--- src/rtl/io_pattern_gen.sv ---
// Board-IO pattern source: drives NUM_PORTS x PORT_W header pins with a selectable pattern stepped every STEP_TICKS clocks.
// Define IO_PATTERN_LOOPBACK_EN to add the io_in read-back checker (err_cnt / err_flag).
module io_pattern_gen #(
    parameter int NUM_PORTS  = 4,
    parameter int PORT_W     = 34,
    parameter int STEP_TICKS = 25_000_000,
    parameter int CNT_W      = 16
) (
    input  logic                          clk,
    input  logic                          rst,
    input  logic                          en,
    input  logic [1:0]                    mode,
`ifdef IO_PATTERN_LOOPBACK_EN
    input  logic [NUM_PORTS*PORT_W-1:0]   io_in,
    output logic [CNT_W-1:0]              err_cnt,
    output logic                          err_flag,
`endif
    output logic [NUM_PORTS*PORT_W-1:0]   io_out,
    output logic                          step_pulse,
    output logic [CNT_W-1:0]              step_cnt
);

    localparam int TOTAL_W = NUM_PORTS * PORT_W;
    localparam int TIMER_W = $clog2(STEP_TICKS);
    localparam logic [TIMER_W-1:0] TIMER_LAST = TIMER_W'(STEP_TICKS - 1);

    localparam logic [1:0] MODE_TOGGLE  = 2'd0;
    localparam logic [1:0] MODE_WALK    = 2'd1;
    localparam logic [1:0] MODE_CHECKER = 2'd2;
    localparam logic [1:0] MODE_COUNT   = 2'd3;

    logic [TIMER_W-1:0] timer;
    logic [1:0]         mode_q;
    logic               mode_chg;
    logic               tick;
    logic [TOTAL_W-1:0] next_pattern;

    function automatic logic [TOTAL_W-1:0] init_pattern(input logic [1:0] m);
        logic [TOTAL_W-1:0] p;
        p = '0;
        case (m)
            MODE_WALK:    p[0] = 1'b1;
            MODE_CHECKER: for (int i = 0; i < TOTAL_W; i += 2) p[i] = 1'b1;
            default:      p = '0;
        endcase
        return p;
    endfunction

    assign mode_chg = (mode != mode_q);
    assign tick     = en && (timer == TIMER_LAST);

    // COUNT increments every port independently so each port wraps within its own width.
    always_comb begin
        next_pattern = ~io_out;
        case (mode_q)
            MODE_WALK:   next_pattern = {io_out[TOTAL_W-2:0], io_out[TOTAL_W-1]};
            MODE_COUNT: begin
                for (int k = 0; k < NUM_PORTS; k++)
                    next_pattern[k*PORT_W +: PORT_W] = io_out[k*PORT_W +: PORT_W] + 1'b1;
            end
            MODE_TOGGLE, MODE_CHECKER: next_pattern = ~io_out;
            default:     next_pattern = ~io_out;
        endcase
    end

    // A mode change re-initialises everything and wins over a coincident tick, even while paused.
    always_ff @(posedge clk) begin
        if (rst) begin
            timer      <= '0;
            step_cnt   <= '0;
            step_pulse <= 1'b0;
            mode_q     <= mode;
            io_out     <= init_pattern(mode);
        end else if (mode_chg) begin
            timer      <= '0;
            step_cnt   <= '0;
            step_pulse <= 1'b0;
            mode_q     <= mode;
            io_out     <= init_pattern(mode);
        end else if (tick) begin
            timer      <= '0;
            step_cnt   <= step_cnt + 1'b1;
            step_pulse <= 1'b1;
            io_out     <= next_pattern;
        end else begin
            step_pulse <= 1'b0;
            if (en)
                timer <= timer + 1'b1;
        end
    end

`ifdef IO_PATTERN_LOOPBACK_EN
    // Pins are compared against the pattern being replaced, only on ticks that actually advance.
    always_ff @(posedge clk) begin
        if (rst) begin
            err_cnt  <= '0;
            err_flag <= 1'b0;
        end else if (tick && !mode_chg && (io_in != io_out)) begin
            err_flag <= 1'b1;
            if (err_cnt != {CNT_W{1'b1}})
                err_cnt <= err_cnt + 1'b1;
        end
    end
`endif

endmodule

--- config.mk ---
export PLATFORM = sky130hd
export DESIGN_NAME = io_pattern_gen
export DESIGN_NICKNAME = d
export VERILOG_FILES = /design/src/rtl/io_pattern_gen.sv
export SDC_FILE = /design/constraint.sdc
export NUM_CORES = 1
export LEC_CHECK = 0
export BUFFER_PORTS_ARGS = -buffer_cell sky130_fd_sc_hd__clkbuf_2
export CORE_ASPECT_RATIO = 1.4
export CORE_UTILIZATION = 55
export CTS_CLUSTER_DIAMETER = 40
export DETAILED_ROUTE_END_ITERATION = 8
export HOLD_SLACK_MARGIN = 0.12
export MAX_ROUTING_LAYER = met4
export PLACE_DENSITY = 0.89
export SYNTH_ARGS = -nofsm -noshare
export SYNTH_HDL_FRONTEND = slang
export SYNTH_SLANG_ARGS = --single-unit
--- constraint.sdc ---
create_clock -name clk -period 12.4 [get_ports clk]
set_clock_uncertainty 0.05 [all_clocks]
set_input_delay 1.24 -clock clk [delete_from_list [all_inputs] [get_ports clk]]
set_output_delay 1.24 -clock clk [all_outputs]
set_load 0.005 [all_outputs]
Word level (Yosys, flattened, before mapping)

Index checks and enable logic that the tools add are counted.

Register bits after elaboration: 180
Output and inout bits: 153
Memories kept: 0
Input bits: 5
Logic and storage cells: 37
Bits in writable memories: 0
Latch bits: 0
Memory bits (read-only): 0

Shift-type cells: 0
Bitwise logic cells: 1
Muxes and demuxes: 9
Multiply operators: 0
Order comparisons: 0
Add/subtract/negate cells: 6
Reduce and logical (&&, ||, !) cells: 8
Equality and inequality tests: 7
Divide/modulo/power cells: 0

Operator list:

| kind                    | count |
|---|---|
| $pmux W136 S3           | 1 |
| $mux W135               | 3 |
| $add A34 B1 Y34 const B | 4 |
| $not A136 Y136          | 1 |
| $add A25 B1 Y25 const B | 1 |
| $eq A25 B25 Y1 const B  | 1 |
| $add A16 B1 Y16 const B | 1 |
| $eq A2 B2 Y1 const B    | 3 |
| $reduce_or A2 Y1        | 3 |
| $eq A2 B1 Y1 const B    | 2 |
| $mux W2                 | 2 |
| $mux W1                 | 3 |
| $reduce_bool A3 Y1      | 1 |
| $reduce_or A3 Y1        | 1 |
| $logic_not A2 Y1        | 1 |
| $ne A2 B2 Y1            | 1 |
| $reduce_bool A2 Y1      | 1 |
| $logic_and A1 B1 Y1     | 1 |

Longest topological paths before layout

Depth in word-level cells: 6
Depth in mapped cells: 9
Depth with buffers taken out: 8

Worst setup path after synthesis

OpenSTA, ideal clock, no wires.

Path kind: input to register
Start point: input en
End point: register io_out[0], enable pin
Data required time: 11891 ps
Slack: 7449 ps
Buffers on the path: 2
Setup time: 459 ps
Stages: 7
Arrival time: 4442 ps
Cell sequence: buf_4 -> nand4_2 -> or3_4 -> nor2_1 -> nor2_1 -> inv_2 -> clkbuf_1

Word-level cells in the longest chain between the ends: 2

RTL lines:

| element                      | line | text |
|---|---|---|
| from (decl)                  | 11   | `input logic en,` |
| $logic_and A1 B1 Y1          | 50   | `assign tick = en && (timer == TIMER_LAST);` |
| $reduce_bool A3 Y1 (no line) | -    |  |
| to (signal assigned)         | 73   | `io_out <= init_pattern(mode);` |
| to (signal assigned)         | 79   | `io_out <= init_pattern(mode);` |
| to (signal assigned)         | 84   | `io_out <= next_pattern;` |
| to (decl)                    | 18   | `output logic [NUM_PORTS*PORT_W-1:0] io_out,` |

Every way passes these cells.
A chain may end at the register's enable or synchronous reset.

Worst setup path after layout

Start point: input mode[0]
End point: register io_out[57]

Word-level cells in the longest chain between the ends: 2

RTL lines:

| element                    | line | text |
|---|---|---|
| from (decl)                | 12   | `input logic [1:0] mode,` |
| $ne A2 B2 Y1               | 49   | `assign mode_chg = (mode != mode_q);` |
| $reduce_or A2 Y1 (no line) | -    |  |

Every way passes these cells.

==> results.toml <==
[status]
status = "complete, no violations"

[die]
rows = 62
die_area_um2 = 21600
die_h_um = 173
start_util_pct = 56.1
core-area_um2 = 20600
fp.dieW_um = 124
io_pins = 158

[sta]
min_period_ns = 4.05
drv_slew = 0
hold_viol = 0
setup_ws_ns = 8.35
setup_viol = 0
maxSlewHeadroom_pct = 34.8
worst_pin_slew_ns = 0.978
rsz0062_at_grt = "false"
fmax_mhz = 247
fin_tns_setup_ns = 0
fin_crit_sh_pct = 32.6

[critical_path]
crit_chain = "clkbuf_2 -> xor2_1 -> nor3_4 -> buf_4 -> inv_2 -> nor2_1 -> clkinv_2 -> buf_4 -> o21ai_0 -> a21o_1"
max_stage_delay_ns = 0.81
cp_common_cell = "buf_4"
cp.arrival_ns = 4.34
rrSetupSlack_ns = 8.68
crit_buf_inv = 5
cp-end-kind = "register"
cp_top_family = "buffers and inverters"
cp_max_fo = 75
startpoint_type = "input pin"
required_ns = 12.70
path_class = "in -> reg"
crit_slowest_cell = "buf_4"

[clocking]
cts_tree = "built"
clock-sinks = 180
cts_root_buffer = "clkbuf_16"
htreeDepth = 4
clock_latency_ns = 0.45
clockBufferDepth = 2
ctsResizeCount = 0
cts_made_buffers = 17
hold_buffers = 0
postCtsSetupRepairBufs = 0
worst_setup_hold_path_clk_slew_ns = 0.08

[drt]
drcViolationCount = 0
ant_nets = 0
wl_per_cell_um = 21.4
drtIter0Drc = 2120
viasPerCell = 7.09
routed_wl_mm = 38.8
vias = 12900
drtPass1Iterations = 7

[place]
dpl.cell_count = 1784
place.gp.congestion = 0.950
place_ws_ns = 7.95
hpwl_mm = 24.1
placed_area_um2 = 12400
port_buffers = 157

[yosys]
synth_flop_cell = "dfxtp_1"
avgSynthCellArea_um2 = 7.89
ys_types = 74
netlist_area_um2 = 11500
syn_inst = 1462
ys_seq_area_share_pct = 37.3
synthArstFlopShare_pct = 0
ys_seq_elements = 180
synth-edff-count = 70
yosys_warnings = 0
syn-num-nets = 1474

[cells_and_area]
fin_nets = 1559
n_fill_cell = 1711
antenna_cells = 0
drive_gt1_share_pct = 15.2
instances_no_fill = 1816
stdcell_area_um2 = 13000
area_growth_pct = 12.4

[power_and_ir_drop]
powerDensity_nw_per_um2 = 114
leakagePower_nw = 4.70
fin_total_pwr_w = 0.00147
ir_drop_mv = 0.0919

[run]
max_cap_viol_count = 0

[global_route]
grt_start_max_net_pins = 87
grt_pass1_vias = 11900
antenna_found_initial = 0
grt_use_total_pct = 36.3
overflow = 0
grt_first_pass_wirelength_mm = 61.4

[worst_hold_path]
worstHoldPathType = "reg -> reg"
cells by family after synthesis:
group | count (synthesis) | share of synthesized area [%]
and+or+nand+nor | 566 | 24.4
AOI/OAI and AO/OA | 505 | 27.3
DFF | 180 | 37.3
buffers and inverters | 135 | 4.59
xor gates and xnor gates | 44 | 3.34
muxes | 25 | 2.23
adders and majority gates | 7 | 0.759
cell usage in the layout (no fill, tap or decap), types with 19 or more instances in the layout:
cell type	synthesis	layout
a21oi_1	132	132
a31oi_1	43	43
and3_1	34	34
clkbuf_16	0	20
clkbuf_2	0	157
dfxtp_1	110	110
edfxtp_1	70	70
inv_1	23	23
mux2i_1	19	19
nand2_1	172	171
nand3_1	73	72
nand4_1	50	50
nor2_1	119	118
nor3_1	30	30
o21ai_0	154	154
or3_1	20	20
xor2_1	31	31
registers in the layout (all words and copies together), names as in the netlist:
register    flops
mode_q          2
step_cnt       16
step_pulse      1
io_out        136
timer          25
through the flow:
stage | hold WS [ns] | utilization [%]
5_1_grt | 0.480 | 63.1
6_report | 0.465 | 63.1
3_5_place_dp | 0.450 | 60.1
2_1_floorplan | 0.422 | -
4_1_cts | 0.462 | 63.1
3_3_place_gp | 0.437 | 60.1
where the power goes:
group,internal [W],switching (W)
Combinational,0.0000746,0.000138
Clock,0.000303,0.000253
Sequential,0.000649,0.0000573
final timing paths:
check	start	end	depth (start not counted)
max	mode[0]	io_out[57]	10
min	step_cnt[7]	step_cnt[7]	2
max reg2reg	mode_q[1]	io_out[46]	6
min reg2reg	step_cnt[7]	step_cnt[7]	2
metal layers:
metal  GRT usage [%]  part of all wire (%)  wire length (um)  vias up
li1                -                     -                 -     5697
met1            41.3                    35             13600     5982
met2            57.7                    48             18500      978
met3            7.53                    11              4380      217
met4            23.7                   6.0              2330        0
met5               -                     0                 0        -
worst min-delay path, cell delays in order, from the launching register on:
cell and delay (ns):
dfxtp_1 0.34, o21ai_0 0.08, a21oi_1 0.06
layout make-up:
type	count	area [um2]	share of cell area [%]
Multi-Input combinational cell	1147	6720	51.9
Sequential cell	180	4300	33.2
Timing Repair Buffer	174	913	7.05
Clock buffer	22	518	4.00
Tap cell	256	320	2.47
Inverter	27	103	0.792
Clock inverter	10	81.3	0.627
cell usage after synthesis (all sizes together), types with 5 or more instances:
cell       n  area [um2]
a211o     10        87.6
a211oi     8        60.1
a21o      10        75.1
a21oi    132         661
a221o      8        80.1
a221oi     6        52.6
a22o       5        43.8
a22oi      9        67.6
a311oi    15         131
a31oi     43         269
a41oi      8        70.1
and2      11        70.1
and3      34         213
and4       9        78.8
buf       25         116
clkbuf    83         312
dfxtp    110        2200
edfxtp    70        2100
ha         7        87.6
inv       26        97.6
mux2       6        67.6
mux2i     19         190
nand2    172         646
nand2b    11        68.8
nand3     73         365
nand4     51         325
nor2     119         447
nor3      34         196
nor4       9         101
o2111ai    6        52.6
o211ai    18         135
o21a       8        60.1
o21ai    154         771
o221ai     7        61.3
o22ai     15        93.8
o311ai     6        52.6
o31ai      8        60.1
or2        5        31.3
or3       21         136
xnor2     13         114
xor2      31         272
Note: power is estimated with default switching activity, not from simulation.
